**src/rtl/mips_fetch_queue_if.sv**
```systemverilog
// Instruction-memory request/acknowledge bus between the fetch queue (master) and imem (slave).
interface mips_fetch_queue_if #(
  parameter int unsigned DATA_W = 32,
  parameter int unsigned ADDR_W = 32
);
  logic              imem_req;
  logic [ADDR_W-1:0] imem_addr;
  logic              imem_ack;
  logic [DATA_W-1:0] imem_rdata;

  modport master (
    output imem_req,
    output imem_addr,
    input  imem_ack,
    input  imem_rdata
  );

  modport slave (
    input  imem_req,
    input  imem_addr,
    output imem_ack,
    output imem_rdata
  );
endinterface

```
**src/rtl/mips_fetch_queue.sv**
```systemverilog
// Fetch front end: one-outstanding imem request engine feeding a DEPTH-entry {pc, instr} queue,
// drained by decode under stallF and flushed on branch/jump redirect.
module mips_fetch_queue #(
  parameter int unsigned       DATA_W   = 32,
  parameter int unsigned       ADDR_W   = 32,
  parameter int unsigned       DEPTH    = 4,
  parameter logic [ADDR_W-1:0] RESET_PC = 32'hBFC00000
) (
  input  logic                clk,
  input  logic                rst,
  mips_fetch_queue_if.master  imem,
  input  logic                stallF,
  input  logic                redirect,
  input  logic [ADDR_W-1:0]   redirect_pc,
  output logic                instr_valid,
  output logic [DATA_W-1:0]   instrF,
  output logic [ADDR_W-1:0]   pcF
);
  localparam int unsigned     PtrW     = $clog2(DEPTH);
  localparam int unsigned     CntW     = PtrW + 1;
  localparam logic [CntW-1:0] DepthCnt = CntW'(DEPTH);

  typedef enum logic [0:0] {StIdle, StWait} state_e;

  state_e            stateQ, stateD;
  logic [ADDR_W-1:0] fetchPcQ, fetchPcD;
  logic [ADDR_W-1:0] addrQ, addrD;
  logic              discardQ, discardD;
  logic [PtrW-1:0]   rdPtrQ, wrPtrQ;
  logic [CntW-1:0]   countQ, countNext;
  logic [ADDR_W-1:0] pcMem   [DEPTH];
  logic [DATA_W-1:0] dataMem [DEPTH];
  logic              pop, push, space;

  assign instr_valid = (countQ != '0);
  assign pop         = instr_valid & ~stallF & ~redirect;
  assign push        = (stateQ == StWait) & imem.imem_ack & ~discardQ & ~redirect;
  assign countNext   = countQ - CntW'(pop) + CntW'(push);
  // A new request is only issued when its response is guaranteed a slot.
  assign space       = (countNext < DepthCnt);

  assign instrF = dataMem[rdPtrQ];
  assign pcF    = pcMem[rdPtrQ];

  always_ff @(posedge clk or negedge rst) begin
    if (!rst) begin
      stateQ   <= StIdle;
      addrQ    <= RESET_PC;
      fetchPcQ <= RESET_PC;
      discardQ <= 1'b0;
      rdPtrQ   <= '0;
      wrPtrQ   <= '0;
      countQ   <= '0;
    end else begin
      stateQ   <= stateD;
      addrQ    <= addrD;
      fetchPcQ <= fetchPcD;
      discardQ <= discardD;
      if (redirect) begin
        countQ <= '0;
        rdPtrQ <= wrPtrQ;
      end else begin
        countQ <= countNext;
        if (pop)  rdPtrQ <= rdPtrQ + PtrW'(1);
        if (push) wrPtrQ <= wrPtrQ + PtrW'(1);
      end
    end
  end

  always_ff @(posedge clk) begin
    if (push) begin
      pcMem[wrPtrQ]   <= addrQ;
      dataMem[wrPtrQ] <= imem.imem_rdata;
    end
  end

  always_comb begin
    stateD = stateQ;
    case (stateQ)
      StIdle:  if (space || redirect) stateD = StWait;
      StWait:  if (imem.imem_ack && !discardQ && !redirect && !space) stateD = StIdle;
      default: stateD = StIdle;
    endcase
  end

  always_comb begin
    addrD    = addrQ;
    fetchPcD = fetchPcQ;
    discardD = discardQ;
    case (stateQ)
      StIdle: begin
        if (redirect) begin
          addrD    = redirect_pc;
          fetchPcD = redirect_pc;
        end else if (space) begin
          addrD = fetchPcQ;
        end
      end
      StWait: begin
        if (!imem.imem_ack) begin
          // Outstanding request is now stale; its response gets dropped on arrival.
          if (redirect) begin
            discardD = 1'b1;
            fetchPcD = redirect_pc;
          end
        end else if (redirect) begin
          discardD = 1'b0;
          addrD    = redirect_pc;
          fetchPcD = redirect_pc;
        end else if (discardQ) begin
          discardD = 1'b0;
          addrD    = fetchPcQ;
        end else begin
          fetchPcD = addrQ + ADDR_W'(4);
          if (space) addrD = addrQ + ADDR_W'(4);
        end
      end
      default: ;
    endcase
  end

  always_comb begin
    imem.imem_req  = (stateQ == StWait);
    imem.imem_addr = addrQ;
  end
endmodule
```
**src/flat_wrapper.sv**
```systemverilog
// flat-port wrapper written by rule: the top's interface ports become plain ports
module mips_fetch_queue_flat 
#(
  parameter int unsigned       DATA_W   = 32,
  parameter int unsigned       ADDR_W   = 32,
  parameter int unsigned       DEPTH    = 4,
  parameter logic [ADDR_W-1:0] RESET_PC = 32'hBFC00000
)
  (clk, rst, stallF, redirect, redirect_pc, instr_valid, instrF, pcF, imem_imem_req, imem_imem_addr, imem_imem_ack, imem_imem_rdata);
  mips_fetch_queue_if #(.DATA_W(DATA_W), .ADDR_W(ADDR_W)) imem_i ();
  input  logic clk;
  input  logic rst;
  input  logic stallF;
  input  logic redirect;
  input  logic [ADDR_W-1:0] redirect_pc;
  output logic instr_valid;
  output logic [DATA_W-1:0] instrF;
  output logic [ADDR_W-1:0] pcF;
  output wire logic [$bits(imem_i.imem_req)-1:0] imem_imem_req;
  output wire logic [$bits(imem_i.imem_addr)-1:0] imem_imem_addr;
  input wire logic [$bits(imem_i.imem_ack)-1:0] imem_imem_ack;
  input wire logic [$bits(imem_i.imem_rdata)-1:0] imem_imem_rdata;
  assign imem_imem_req = imem_i.imem_req;
  assign imem_imem_addr = imem_i.imem_addr;
  assign imem_i.imem_ack = imem_imem_ack;
  assign imem_i.imem_rdata = imem_imem_rdata;
  mips_fetch_queue #(.DATA_W(DATA_W), .ADDR_W(ADDR_W), .DEPTH(DEPTH), .RESET_PC(RESET_PC)) u_core (.clk(clk), .rst(rst), .imem(imem_i), .stallF(stallF), .redirect(redirect), .redirect_pc(redirect_pc), .instr_valid(instr_valid), .instrF(instrF), .pcF(pcF));
endmodule
```
**config.mk**
```make
export PLATFORM = sky130hd
export DESIGN_NAME = mips_fetch_queue_flat
export DESIGN_NICKNAME = d
export VERILOG_FILES = /design/src/rtl/mips_fetch_queue_if.sv /design/src/rtl/mips_fetch_queue.sv /design/src/flat_wrapper.sv
export SDC_FILE = /design/constraint.sdc
export NUM_CORES = 1
export LEC_CHECK = 0
export CORE_MARGIN = 3
export CORE_UTILIZATION = 61
export CTS_BUF_LIST = sky130_fd_sc_hd__clkbuf_4
export DETAILED_ROUTE_END_ITERATION = 8
export DONT_BUFFER_PORTS = 1
export PLACE_DENSITY = 0.77
export SLEW_MARGIN = 20
export SYNTH_ARGS = -nofsm -noshare
export SYNTH_HDL_FRONTEND = slang
export SYNTH_SLANG_ARGS = --single-unit
```
**constraint.sdc**
```tcl
create_clock -name clk -period 8 [get_ports clk]
set_clock_uncertainty 0.2 [all_clocks]
set_input_delay 0 -clock clk [delete_from_list [all_inputs] [get_ports clk]]
set_output_delay 0 -clock clk [all_outputs]
set_load 0.005 [all_outputs]
```
==> results of run 1 <==
state kept, by name, indices dropped and copies added (netlist names):
register,flops
u_core.pcMem,128
u_core.countQ,3
u_core.rdPtrQ,2
u_core.discardQ,1
u_core.imem.imem_req,1
u_core.fetchPcQ,32
u_core.dataMem,128
u_core.wrPtrQ,2
u_core.imem.imem_addr,32
critical path, delay by kind of cell (launching register included):
| family | cells | cell delay, ps |
|---|---|---|
| buffers and inverters | 2 | 370 |
| XOR/XNOR | 1 | 290 |
| flip-flops | 1 | 890 |
| AO/OA/AOI/OAI | 3 | 950 |
| adder cells (fa/ha/maj) | 2 | 570 |
| AND/OR/NAND/NOR | 4 | 1520 |
cell type report:
cell class | count | area [um^2] | share of cell area [%]
sequential | 329 | 9544 | 57.04
multi-input combinational | 494 | 4165 | 24.89
timing repair buffer | 153 | 1577 | 9.421
clock buffer | 121 | 908.4 | 5.428
tap | 280 | 350.3 | 2.094
clock inverter | 30 | 127.6 | 0.7627
inverter | 15 | 56.30 | 0.3365
antenna | 2 | 5.005 | 0.02991
layout by cell type, fill, tap and decap left out, types with 9 or more instances in the layout:
cell             n
mux4_2          64
dlygate4sd3_1  147
xor2_1          15
dfstp_2         18
dfrtp_1         53
a22o_1          10
edfxtp_1       256
a21oi_1         34
nand4_1          9
clkbuf_4       121
nand2_1         77
a22oi_1         16
nor2_1          43
o21ai_0         63
clkinv_1        21
xnor2_1         15
nor3_1          11
inv_1           15
nand3_1         11
final timing paths:
kind / cells after the start / end / from / slack, ps
hold reg to reg: 2 / u_core.fetchPcQ[9] / u_core.fetchPcQ[9] / 310
setup reg to reg: 12 / u_core.imem.imem_addr[15] / u_core.imem.imem_req / 3080
max in group asynchronous: 4 / u_core.imem.imem_addr[22] / rst / 6880
setup / recovery: 12 / u_core.imem.imem_addr[15] / u_core.imem.imem_req / 3080
hold / removal: 3 / u_core.imem.imem_addr[0] / redirect_pc[0] / 30
min in group asynchronous: 4 / u_core.imem.imem_addr[11] / rst / 350
routing by layer:
metal | global-route usage, % | vias up | wire length (um)
li1 | - | 3961 | -
met1 | 35.74 | 4566 | 12980
met2 | 44.32 | 542 | 16440
met3 | 6.956 | 54 | 3071
met4 | 10.66 | 0 | 600
met5 | 0 | - | 0
stage by stage:
stage / cells / area [um^2]
2_1_floorplan: 889 / 13930
3_3_place_gp: 1121 / 14130
3_5_place_dp: 1121 / 14130
4_1_cts: 1422 / 16720
5_1_grt: 1423 / 16730
6_report: 1424 / 16730
power groups by stage:
stage          registers [mW]  clock network (mW)  logic (mW)
2_1_floorplan            2.47                   0        1.01
3_3_place_gp             2.70                   0        1.07
3_5_place_dp             2.73                   0        1.11
4_1_cts                  2.70                1.38        1.22
5_1_grt                  2.76                1.50        1.34
6_report                 2.70                1.37        1.23
logic make-up (layout without fill, tap and decap cells):
family                   after synthesis  after routing  synth area share [%]
XOR/XNOR                              31             31                 2.047
AO/OA/AOI/OAI                        193            193                 8.998
other                                  0              2                     0
AND/OR/NAND/NOR                      193            193                 7.103
adder cells (fa/ha/maj)                8              8                0.7722
multiplexers                          69             69                 10.72
buffers and inverters                 66            319                 1.913
flip-flops                           329            329                 68.44
==> insert_results.sql, run 1 <==
INSERT INTO impl_metrics (metric_group, metric, value, unit) VALUES
('floorplanning', 'design.portCount', '167', ''),
('global_routing', 'grt_antenna_before_repair', '1', ''),
('synthesis', 'post_synth_inst_count', '889', ''),
('cells_and_area', 'final.fill_count', '1338', ''),
('sta', 'period_minus_slack', '4925', 'ps'),
('worst_setup_path', 'cp_data_arrival_time', '5290', 'ps'),
('synthesis', 'yosys_most_used_dff', 'edfxtp_1', ''),
('worst_setup_path', 'worst_path_max_delay_cell', 'dfrtp_1', ''),
('synthesis', 'post_synth.cell_area_avg', '15.67', 'um^2'),
('synthesis', 'synth-async-reset-ratio', '22.19', '%'),
('synthesis', 'synth.net_count', '966', ''),
('global_routing', 'grt_pass1_vias', '9421', ''),
('cts', 'numCtsBuffers', '83', ''),
('cts', 'clock_sinks', '329', ''),
('cts', 'clock_tree.root_cell', 'clkbuf_4', ''),
('cells_and_area', 'final_core_util', '75.51', '%'),
('cells_and_area', 'layout-area-overhead-vs-synth', '20.10', '%'),
('global_routing', 'grt_first_pass_wirelength', '51.40', 'mm'),
('routing', 'drc', '0', ''),
('sta', 'worst_slew_pin_slew', '1094', 'ps'),
('power_and_ir_drop', 'clockPowerShare', '25.8', '%'),
('synthesis', 'synth_cell_type_count', '67', ''),
('synthesis', 'netlist_top_cells_area', 'edfxtp_1 (55%), mux4_2 (10%), dfrtp_1 (9.9%)', ''),
('cells_and_area', 'layout-drive-gt1-share', '21.10', '%'),
('routing', 'post_detailed_route_count_of_antenna_violating_nets', '0', ''),
('routing', 'routed_wire_length_per_instance', '23.24', 'um'),
('cts', 'cts_tree', 'yes', ''),
('routing', 'initialDrtViolationCount', '789', ''),
('floorplanning', 'coreArea', '22160', 'um^2'),
('cts', 'cts_buffer_depth', '3', ''),
('cells_and_area', 'final_net_count', '1153', ''),
('global_routing', 'grt_start_max_net_pins', '93', ''),
('sta', 'fin_hold_ws', '31.60', 'ps'),
('worst_setup_path', 'crit_type', 'flop to flop', ''),
('floorplanning', 'die_y', '157.1', 'um'),
('worst_setup_path', 'slowest_delay', '890', 'ps'),
('routing', 'vias', '9123', ''),
('synthesis', 'synth_seq_area_share', '68.44', '%'),
('global_routing', 'grt_usage', '27.20', '%'),
('sta', 'timing.setup.tns', '0', 'ps'),
('synthesis', 'synth-seq-cells', '329', ''),
('synthesis', 'synth-edff-count', '256', ''),
('cts', 'clock_latency', '680', 'ps'),
('power_and_ir_drop', 'netSwitchingFraction', '33.21', '%'),
('routing', 'vias_per_cell', '6.407', ''),
('place', 'detailed_place_hpwl', '18.38', 'mm'),
('sta', 'finalMaxSlewViolations', '0', ''),
('synthesis', 'netlist_top_cells_count', 'edfxtp_1 (256), nand2_1 (77), mux4_2 (64)', ''),
('floorplanning', 'die_area', '24690', 'um^2'),
('sta', 'unrepaired_setup_endpoints_after_global_routing', 'no', ''),
('worst_setup_path', 'cp_common_cell', 'inv_1', ''),
('synthesis', 'syn_area', '13930', 'um^2'),
('cts', 'cts_htree_levels', '3', ''),
('power_and_ir_drop', 'power.total', '5.294', 'mW'),
('worst_setup_path', 'critPathLaunchType', 'flop', ''),
('floorplanning', 'starting_density', '62.87', '%'),
('status', 'run_status', 'finished, final reports clean', ''),
('power_and_ir_drop', 'power.share.combinational', '23.2', '%'),
('sta', 'max_clock_freq', '0.2031', 'GHz'),
('hold_path', 'hp-class', 'input pin to flop', ''),
('sta', 'final_period_utilization', '61.56', '%'),
('synthesis', 'yosys_warnings', '0', ''),
('place', 'place_congestion', '0.8478', ''),
('floorplanning', 'die_width', '157.1', 'um'),
('routing', 'postRouteWirelength', '33.09', 'mm'),
('sta', 'final_setup_viols', '0', ''),
('place', 'dp_worst_setup_slack', '2949', 'ps'),
('place', 'port_buffers', '0', ''),
('worst_setup_path', 'required', '8370', 'ps'),
('routing', 'first_pass_iteration_count_of_the_detailed_router', '6', ''),
('synthesis', 'synth_top_area_cell', 'edfxtp_1', '');
(Power assumes the default switching activity.)
==> run 2: changes to the inputs <==
ABC_AREA = 1   (was default)
clock period = 5 ns   (was 8 ns; I/O delays follow)
==> insert_results.sql, run 2 <==
INSERT INTO impl_metrics (metric_group, metric, value, unit) VALUES
('floorplanning', 'die_width', '161.5', 'um'),
('status', 'run_status', 'finished, final reports clean', ''),
('power_and_ir_drop', 'clockPowerShare', '24.7', '%'),
('power_and_ir_drop', 'cell_internal_pwr', '5.694', 'mW'),
('synthesis', 'netlist_top_cells_area', 'edfxtp_1 (52%), dfrtp_1 (9.3%), nor2_1 (6.4%)', ''),
('cells_and_area', 'layout-drive-gt1-share', '12.21', '%'),
('place', 'port_buffers', '0', ''),
('sta', 'unrepaired_setup_endpoints_after_global_routing', 'no', ''),
('floorplanning', 'die_area', '26080', 'um^2'),
('cts', 'post_cts_resize_count', '0', ''),
('synthesis', 'netlist_top_cells_count', 'edfxtp_1 (256), nor2_1 (251), nand2_1 (226)', ''),
('synthesis', 'post_synth_inst_count', '1437', ''),
('sta', 'max_clock_freq', '0.2250', 'GHz'),
('routing', 'vias_per_cell', '5.946', ''),
('sta', 'finalMaxSlewViolations', '0', ''),
('cts', 'clock_latency', '710', 'ps'),
('flow_run', 'drv_cap', '0', ''),
('floorplanning', 'design.portCount', '167', ''),
('worst_setup_path', 'worstRegToRegCells', '18', ''),
('power_and_ir_drop', 'total_leakage_power', '6.661', 'nW'),
('floorplanning', 'starting_density', '62.46', '%'),
('cts', 'hold_buffers', '147', ''),
('synthesis', 'synth-async-reset-ratio', '22.19', '%'),
('floorplanning', 'num_rows', '56', ''),
('synthesis', 'yosys_warnings', '0', ''),
('cts', 'cts_buffer_depth', '3', ''),
('worst_setup_path', 'critPathCaptureType', 'flop', ''),
('cells_and_area', 'leading_cell_type_in_the_layout_fill_and_taps_excluded', 'edfxtp_1', ''),
('cells_and_area', 'layout-area-overhead-vs-synth', '19.30', '%'),
('worst_setup_path', 'required', '5440', 'ps'),
('cts', 'clk_pin_slew_worst_paths', '70', 'ps'),
('global_routing', 'gr-total-overflow', '0', ''),
('routing', 'initialDrtViolationCount', '1369', ''),
('worst_setup_path', 'worstPathMaxFanout', '26', ''),
('global_routing', 'grt_antenna_before_repair', '1', ''),
('sta', 'final_setup_viols', '0', ''),
('sta', 'timing.max_slew.rel_slack', '22.74', '%'),
('worst_setup_path', 'cp_data_arrival_time', '4890', 'ps'),
('sta', 'period_minus_slack', '4445', 'ps'),
('synthesis', 'post_synth.cell_area_avg', '10.26', 'um^2'),
('routing', 'routed_wire_length_per_instance', '19.83', 'um'),
('synthesis', 'yosys_most_used_dff', 'edfxtp_1', ''),
('place', 'place_congestion', '0.9494', ''),
('global_routing', 'use_met1', '39.53', '%'),
('sta', 'final_period_utilization', '88.90', '%'),
('synthesis', 'post-synth-top-area-fraction', '52.13', '%'),
('sta', 'timing.setup.tns', '0', 'ps'),
('power_and_ir_drop', 'power.total', '9.277', 'mW'),
('global_routing', 'top_usage_layer', 'met2', ''),
('place', 'detailed_place_hpwl', '21.91', 'mm'),
('global_routing', 'grt_first_pass_wirelength', '61.77', 'mm'),
('power_and_ir_drop', 'power_frac_seq', '45.0', '%'),
('hold_path', 'hp-class', 'input pin to flop', ''),
('synthesis', 'yosys.cell_count.top_type', 'edfxtp_1', ''),
('cts', 'clock_sinks', '329', ''),
('cells_and_area', 'most-common-layout-cells', 'edfxtp_1 (256), nor2_1 (247), nand2_1 (226), o21ai_0 (183), dlygate4sd3_1 (144)', ''),
('hold_path', 'worstHoldPathCells', '4', ''),
('routing', 'post_detailed_route_count_of_antenna_violating_nets', '0', ''),
('routing', 'vias', '11785', ''),
('synthesis', 'synth_top_area_cell', 'edfxtp_1', ''),
('sta', 'finalHoldViolations', '0', ''),
('cells_and_area', 'final_net_count', '1680', ''),
('routing', 'first_pass_iteration_count_of_the_detailed_router', '6', ''),
('routing', 'drc', '0', ''),
('global_routing', 'grt_usage', '29.96', '%'),
('cts', 'cts_htree_levels', '3', ''),
('floorplanning', 'coreArea', '23610', 'um^2'),
('global_routing', 'grt.met2_usage', '49.50', '%'),
('sta', 'worst_slew_pin_slew', '1158', 'ps'),
('synthesis', 'synth_cell_type_count', '51', ''),
('cells_and_area', 'reg.largest.list', 'u_core.dataMem: 128 flops, u_core.pcMem: 128 flops', ''),
('power_and_ir_drop', 'ir_worst_vdd', '0.0002513', 'V'),
('cts', 'clock_tree.root_cell', 'clkbuf_4', ''),
('power_and_ir_drop', 'power.share.combinational', '30.3', '%'),
('global_routing', 'grt_start_max_net_pins', '94', ''),
('synthesis', 'synth_seq_area_share', '64.66', '%'),
('synthesis', 'synth-seq-cells', '329', ''),
('power_and_ir_drop', 'power_density', '527.3', 'nW/um^2'),
('power_and_ir_drop', 'netSwitchingFraction', '38.62', '%'),
('global_routing', 'grtUsageMet3', '6.771', '%'),
('synthesis', 'synth-edff-count', '256', ''),
('synthesis', 'synth.net_count', '1514', ''),
('worst_setup_path', 'crit_type', 'flop to flop', ''),
('global_routing', 'grt_pass1_vias', '11707', ''),
('routing', 'postRouteWirelength', '39.30', 'mm'),
('power_and_ir_drop', 'power.switching', '3.583', 'mW'),
('worst_setup_path', 'critPathLaunchType', 'flop', ''),
('cts', 'post-cts-setup-buffers', '0', ''),
('sta', 'fin_hold_ws', '66.24', 'ps'),
('synthesis', 'syn_area', '14750', 'um^2'),
('cts', 'cts_tree', 'yes', ''),
('cts', 'numCtsBuffers', '82', ''),
('floorplanning', 'die_y', '161.5', 'um');
run 2: cell count changes after synthesis, sizes merged, moves of 9 or more:
cell,delta
nor2,+222
nand2,+154
o21ai,+121
inv,+74
mux4,-64
o22ai,+60
nand3,+34
a21oi,+28
clkbuf,+20
and3,-11
nand4,-10
a22o,-9
xnor2,-9
run 2: final timing paths:
kind                                            from                   endpoint  slack, ps
max in group asynchronous                        rst           u_core.rdPtrQ[1]       3870
worst min register to register   u_core.fetchPcQ[29]        u_core.fetchPcQ[29]        290
worst min-delay path                 redirect_pc[12]        u_core.fetchPcQ[12]         70
min in group asynchronous                        rst  u_core.imem.imem_addr[27]        330
worst max register to register  u_core.imem.imem_req   u_core.imem.imem_addr[4]        550
worst max-delay path            u_core.imem.imem_req   u_core.imem.imem_addr[4]        550
run 2: stage by stage:
| step | setup WS, ps | util (%) | instance area (um^2) | std cells |
|---|---|---|---|---|
| finish | 554.9 | 74.51 | 17590 | 1982 |
| global route | 312.2 | 74.51 | 17590 | 1982 |
| CTS | 698.9 | 74.49 | 17590 | 1981 |
| detailed placement | 1095 | 63.51 | 15000 | 1691 |
| global placement | 1199 | 63.51 | 15000 | 1691 |
| floorplan | 435.6 | - | 14750 | 1437 |
run 2: worst max-delay path, cell delays in order, from the launching register on:
cell and delay (ps):
dfrtp_1 360, inv_2 160, nor2_1 130, buf_4 190, inv_2 150, nor2_4 230, inv_1 140, nor2_2 210
ha_1 180, inv_1 40, fa_1 370, xnor2_1 210, nand2_1 120, nand4_1 150, nand3_2 310, inv_2 500
nand2_1 100, nand2_1 80, dlygate4sd3_1 550
run 2: cell families after synthesis:
| family | after synthesis | synth area share (%) |
|---|---|---|
| AOI/OAI and AO/OA | 356 | 13.56 |
| xor gates and xnor gates | 17 | 1.010 |
| adders and majority gates | 8 | 0.7296 |
| buffers and inverters | 169 | 4.607 |
| DFF | 329 | 64.66 |
| and+or+nand+nor | 558 | 15.43 |
run 2: cell type report:
| type | instances | area, um^2 |
|---|---|---|
| sequential | 329 | 9542 |
| fill | 1552 | 6018 |
| multi-input combinational | 939 | 4562 |
| timing repair buffer | 161 | 1679 |
| clock buffer | 117 | 878.3 |
| tap | 319 | 399.1 |
| inverter | 90 | 341.6 |
| clock inverter | 26 | 190.2 |
| antenna | 1 | 2.502 |
run 2: power by group through the flow:
stage	clock network (mW)	registers (mW)	logic, mW
finish	2.29	4.18	2.81
global route	2.48	4.24	3.11
CTS	2.33	4.17	2.76
detailed placement	0	4.22	2.58
global placement	0	4.20	2.50
floorplan	0	3.95	1.97
run 2: routing by layer:
layer  wire length (um)  up-vias
met2              19210      675
met3               3598       88
li1                   -     5389
met5                  0        -
met4               1001        0
met1              15490     5633
==> run 3: changes to the inputs <==
ABC_AREA = 0   (was 1)
==> insert_results.sql, run 3 (synthesis gave the netlist of run 1 again) <==
INSERT INTO impl_metrics (metric_group, metric, value, unit) VALUES
('cts', 'cts_tree', 'yes', ''),
('routing', 'vias', '9064', ''),
('cts', 'clock_tree.root_cell', 'clkbuf_4', ''),
('power_and_ir_drop', 'power_frac_seq', '50.8', '%'),
('floorplanning', 'die_area', '24690', 'um^2'),
('worst_setup_path', 'cp_data_arrival_time', '4680', 'ps'),
('cts', 'numCtsBuffers', '83', ''),
('worst_setup_path', 'r2r_end', 'u_core.imem.imem_addr[29]', ''),
('floorplanning', 'coreArea', '22160', 'um^2'),
('floorplanning', 'starting_density', '62.87', '%'),
('global_routing', 'grt_antenna_before_repair', '1', ''),
('cells_and_area', 'layout-drive-gt1-share', '22.01', '%'),
('cells_and_area', 'most-common-layout-cells', 'edfxtp_1 (256), dlygate4sd3_1 (146), clkbuf_4 (135), nand2_1 (77), mux4_2 (64)', ''),
('floorplanning', 'die_width', '157.1', 'um'),
('worst_setup_path', 'required', '5390', 'ps'),
('place', 'detailed_place_hpwl', '19.00', 'mm'),
('cts', 'clk_pin_slew_worst_paths', '70', 'ps'),
('sta', 'max_clock_freq', '0.2331', 'GHz'),
('sta', 'period_minus_slack', '4290', 'ps'),
('routing', 'first_pass_iteration_count_of_the_detailed_router', '6', ''),
('cts', 'clock_latency', '670', 'ps'),
('worst_setup_path', 'timing.rr.start', 'u_core.discardQ', ''),
('sta', 'unrepaired_setup_endpoints_after_global_routing', 'no', ''),
('cts', 'cts_htree_levels', '3', ''),
('sta', 'finalHoldViolations', '0', ''),
('global_routing', 'grt_pass1_vias', '9345', ''),
('power_and_ir_drop', 'netSwitchingFraction', '32.80', '%'),
('cells_and_area', 'final_net_count', '1156', ''),
('worst_setup_path', 'worstSetupEndpoint', 'u_core.imem.imem_addr[29]', ''),
('sta', 'final_period_utilization', '85.79', '%'),
('power_and_ir_drop', 'power.share.combinational', '22.9', '%'),
('cells_and_area', 'final_cell_area', '16790', 'um^2'),
('power_and_ir_drop', 'total_leakage_power', '5.915', 'nW'),
('cells_and_area', 'reg.largest.list', 'u_core.dataMem: 128 flops, u_core.pcMem: 128 flops', ''),
('routing', 'initialDrtViolationCount', '980', ''),
('worst_setup_path', 'crit_type', 'flop to flop', ''),
('worst_setup_path', 'timing.critical_path.from', 'u_core.discardQ', ''),
('cells_and_area', 'leading_cell_type_in_the_layout_fill_and_taps_excluded', 'edfxtp_1', ''),
('global_routing', 'grt_first_pass_wirelength', '52.53', 'mm'),
('routing', 'drc', '0', ''),
('power_and_ir_drop', 'cell_internal_pwr', '5.766', 'mW'),
('worst_setup_path', 'critPathLaunchType', 'flop', ''),
('sta', 'final_critical_path_setup_slack', '710.3', 'ps'),
('sta', 'timing.max_slew.rel_slack', '27.37', '%'),
('floorplanning', 'num_rows', '54', ''),
('routing', 'vias_per_cell', '6.356', ''),
('sta', 'timing.setup.tns', '0', 'ps'),
('power_and_ir_drop', 'clockPowerShare', '26.3', '%'),
('worst_setup_path', 'critPathCaptureType', 'flop', ''),
('routing', 'post_detailed_route_count_of_antenna_violating_nets', '0', ''),
('global_routing', 'grt_usage', '27.80', '%'),
('place', 'place_congestion', '0.8679', ''),
('global_routing', 'grt_start_max_net_pins', '93', ''),
('routing', 'routed_wire_length_per_instance', '23.85', 'um'),
('place', 'place_area', '14160', 'um^2'),
('sta', 'final_setup_viols', '0', ''),
('cells_and_area', 'final_core_util', '75.78', '%'),
('sta', 'worst_slew_pin_slew', '1085', 'ps'),
('worst_setup_path', 'worst-r2r-setup-slack', '710', 'ps'),
('global_routing', 'gr-total-overflow', '0', ''),
('power_and_ir_drop', 'power.switching', '2.814', 'mW'),
('cts', 'clock_sinks', '329', ''),
('hold_path', 'hp-class', 'input pin to flop', ''),
('floorplanning', 'die_y', '157.1', 'um'),
('status', 'run_status', 'finished, final reports clean', ''),
('place', 'dp_worst_setup_slack', '1073', 'ps'),
('cts', 'cts_buffer_depth', '3', ''),
('worst_setup_path', 'worstRegToRegCells', '14', ''),
('flow_run', 'drv_cap', '0', ''),
('place', 'port_buffers', '0', ''),
('power_and_ir_drop', 'ir_worst_vdd', '0.0002762', 'V'),
('worst_setup_path', 'worstPathMaxFanout', '17', ''),
('cells_and_area', 'final.fill_count', '1323', ''),
('power_and_ir_drop', 'power_density', '510.9', 'nW/um^2'),
('routing', 'postRouteWirelength', '34.01', 'mm'),
('cells_and_area', 'layout-area-overhead-vs-synth', '20.53', '%'),
('floorplanning', 'design.portCount', '167', ''),
('sta', 'finalMaxSlewViolations', '0', '');
==> run 3: cell count changes in the layout (fill, tap and decap cells not counted), sizes merged, moves of 11 or more <==
cell / previous run / this run
a21oi: 62 / 34
o21ai: 186 / 65
o22ai: 64 / 4
inv: 91 / 16
nand2: 231 / 77
nand3: 46 / 12
and3: 1 / 12
mux4: 0 / 64
clkbuf: 117 / 135
nor2: 266 / 44
==> run 3: repair_timing <==
item | 4_1_cts | 5_1_grt
gates resized for setup | 0 | 0
hold endpoints to repair | 530 | 0
hold buffers | 149 | 0
buffers inserted | 0 | 0
==> run 3: worst max-delay path, stage by stage (launching register included) <==
cell and delay, ps:
dfrtp_1 390, nand2b_1 220, nor2_1 400, nand2_1 100, buf_4 230, inv_1 160, ha_1 170, inv_1 50
fa_1 360, xnor3_1 330, o21a_1 640, nand2_1 160, a31oi_1 180, a21oi_1 80, dlygate4sd3_1 550
==> run 3: per-stage QoR <==
step                hold WS (ps)  instances  total power, mW
detailed placement        -493.5       1125            6.189
finish                     42.57       1426            8.580
CTS                        1.232       1425            8.596
global placement          -493.1       1125            6.079
floorplan                 -495.6        889            5.563
global route               19.88       1426            9.045
==> run 3: final cells by class <==
type	count	area, um^2	area share, %
tap	280	350.3	2.086
multi-input combinational	494	4161	24.78
antenna	1	2.502	0.01490
clock buffer	135	1013	6.035
clock inverter	16	68.82	0.4098
inverter	15	56.30	0.3353
sequential	329	9544	56.83
timing repair buffer	156	1597	9.507
==> run 3: routing by layer <==
metal,global-route usage (%),up-vias,part of all wire [%]
met5,0,-,0
met4,9.752,0,2.4
met3,6.846,61,9.5
met2,44.56,514,49
met1,37.95,4537,39
li1,-,3952,-
==> run 3: power by group through the flow <==
stage          clock, mW  sequential [mW]  combinational, mW
2_1_floorplan          0             3.95               1.61
3_3_place_gp           0             4.36               1.72
3_5_place_dp           0             4.41               1.78
4_1_cts             2.29             4.36               1.95
5_1_grt             2.46             4.45               2.14
6_report            2.26             4.36               1.97
==> run 3: worst min path at each step <==
stage	start	to	slack (ps)	depth (start not counted)
global route	redirect_pc[8]	u_core.imem.imem_addr[8]	20	4
floorplan	rst	u_core.countQ[0]	-500	0
global placement	rst	u_core.fetchPcQ[30]	-490	0
finish	redirect_pc[8]	u_core.imem.imem_addr[8]	40	4
detailed placement	rst	u_core.fetchPcQ[30]	-490	0
CTS	redirect_pc[31]	u_core.imem.imem_addr[31]	1	5
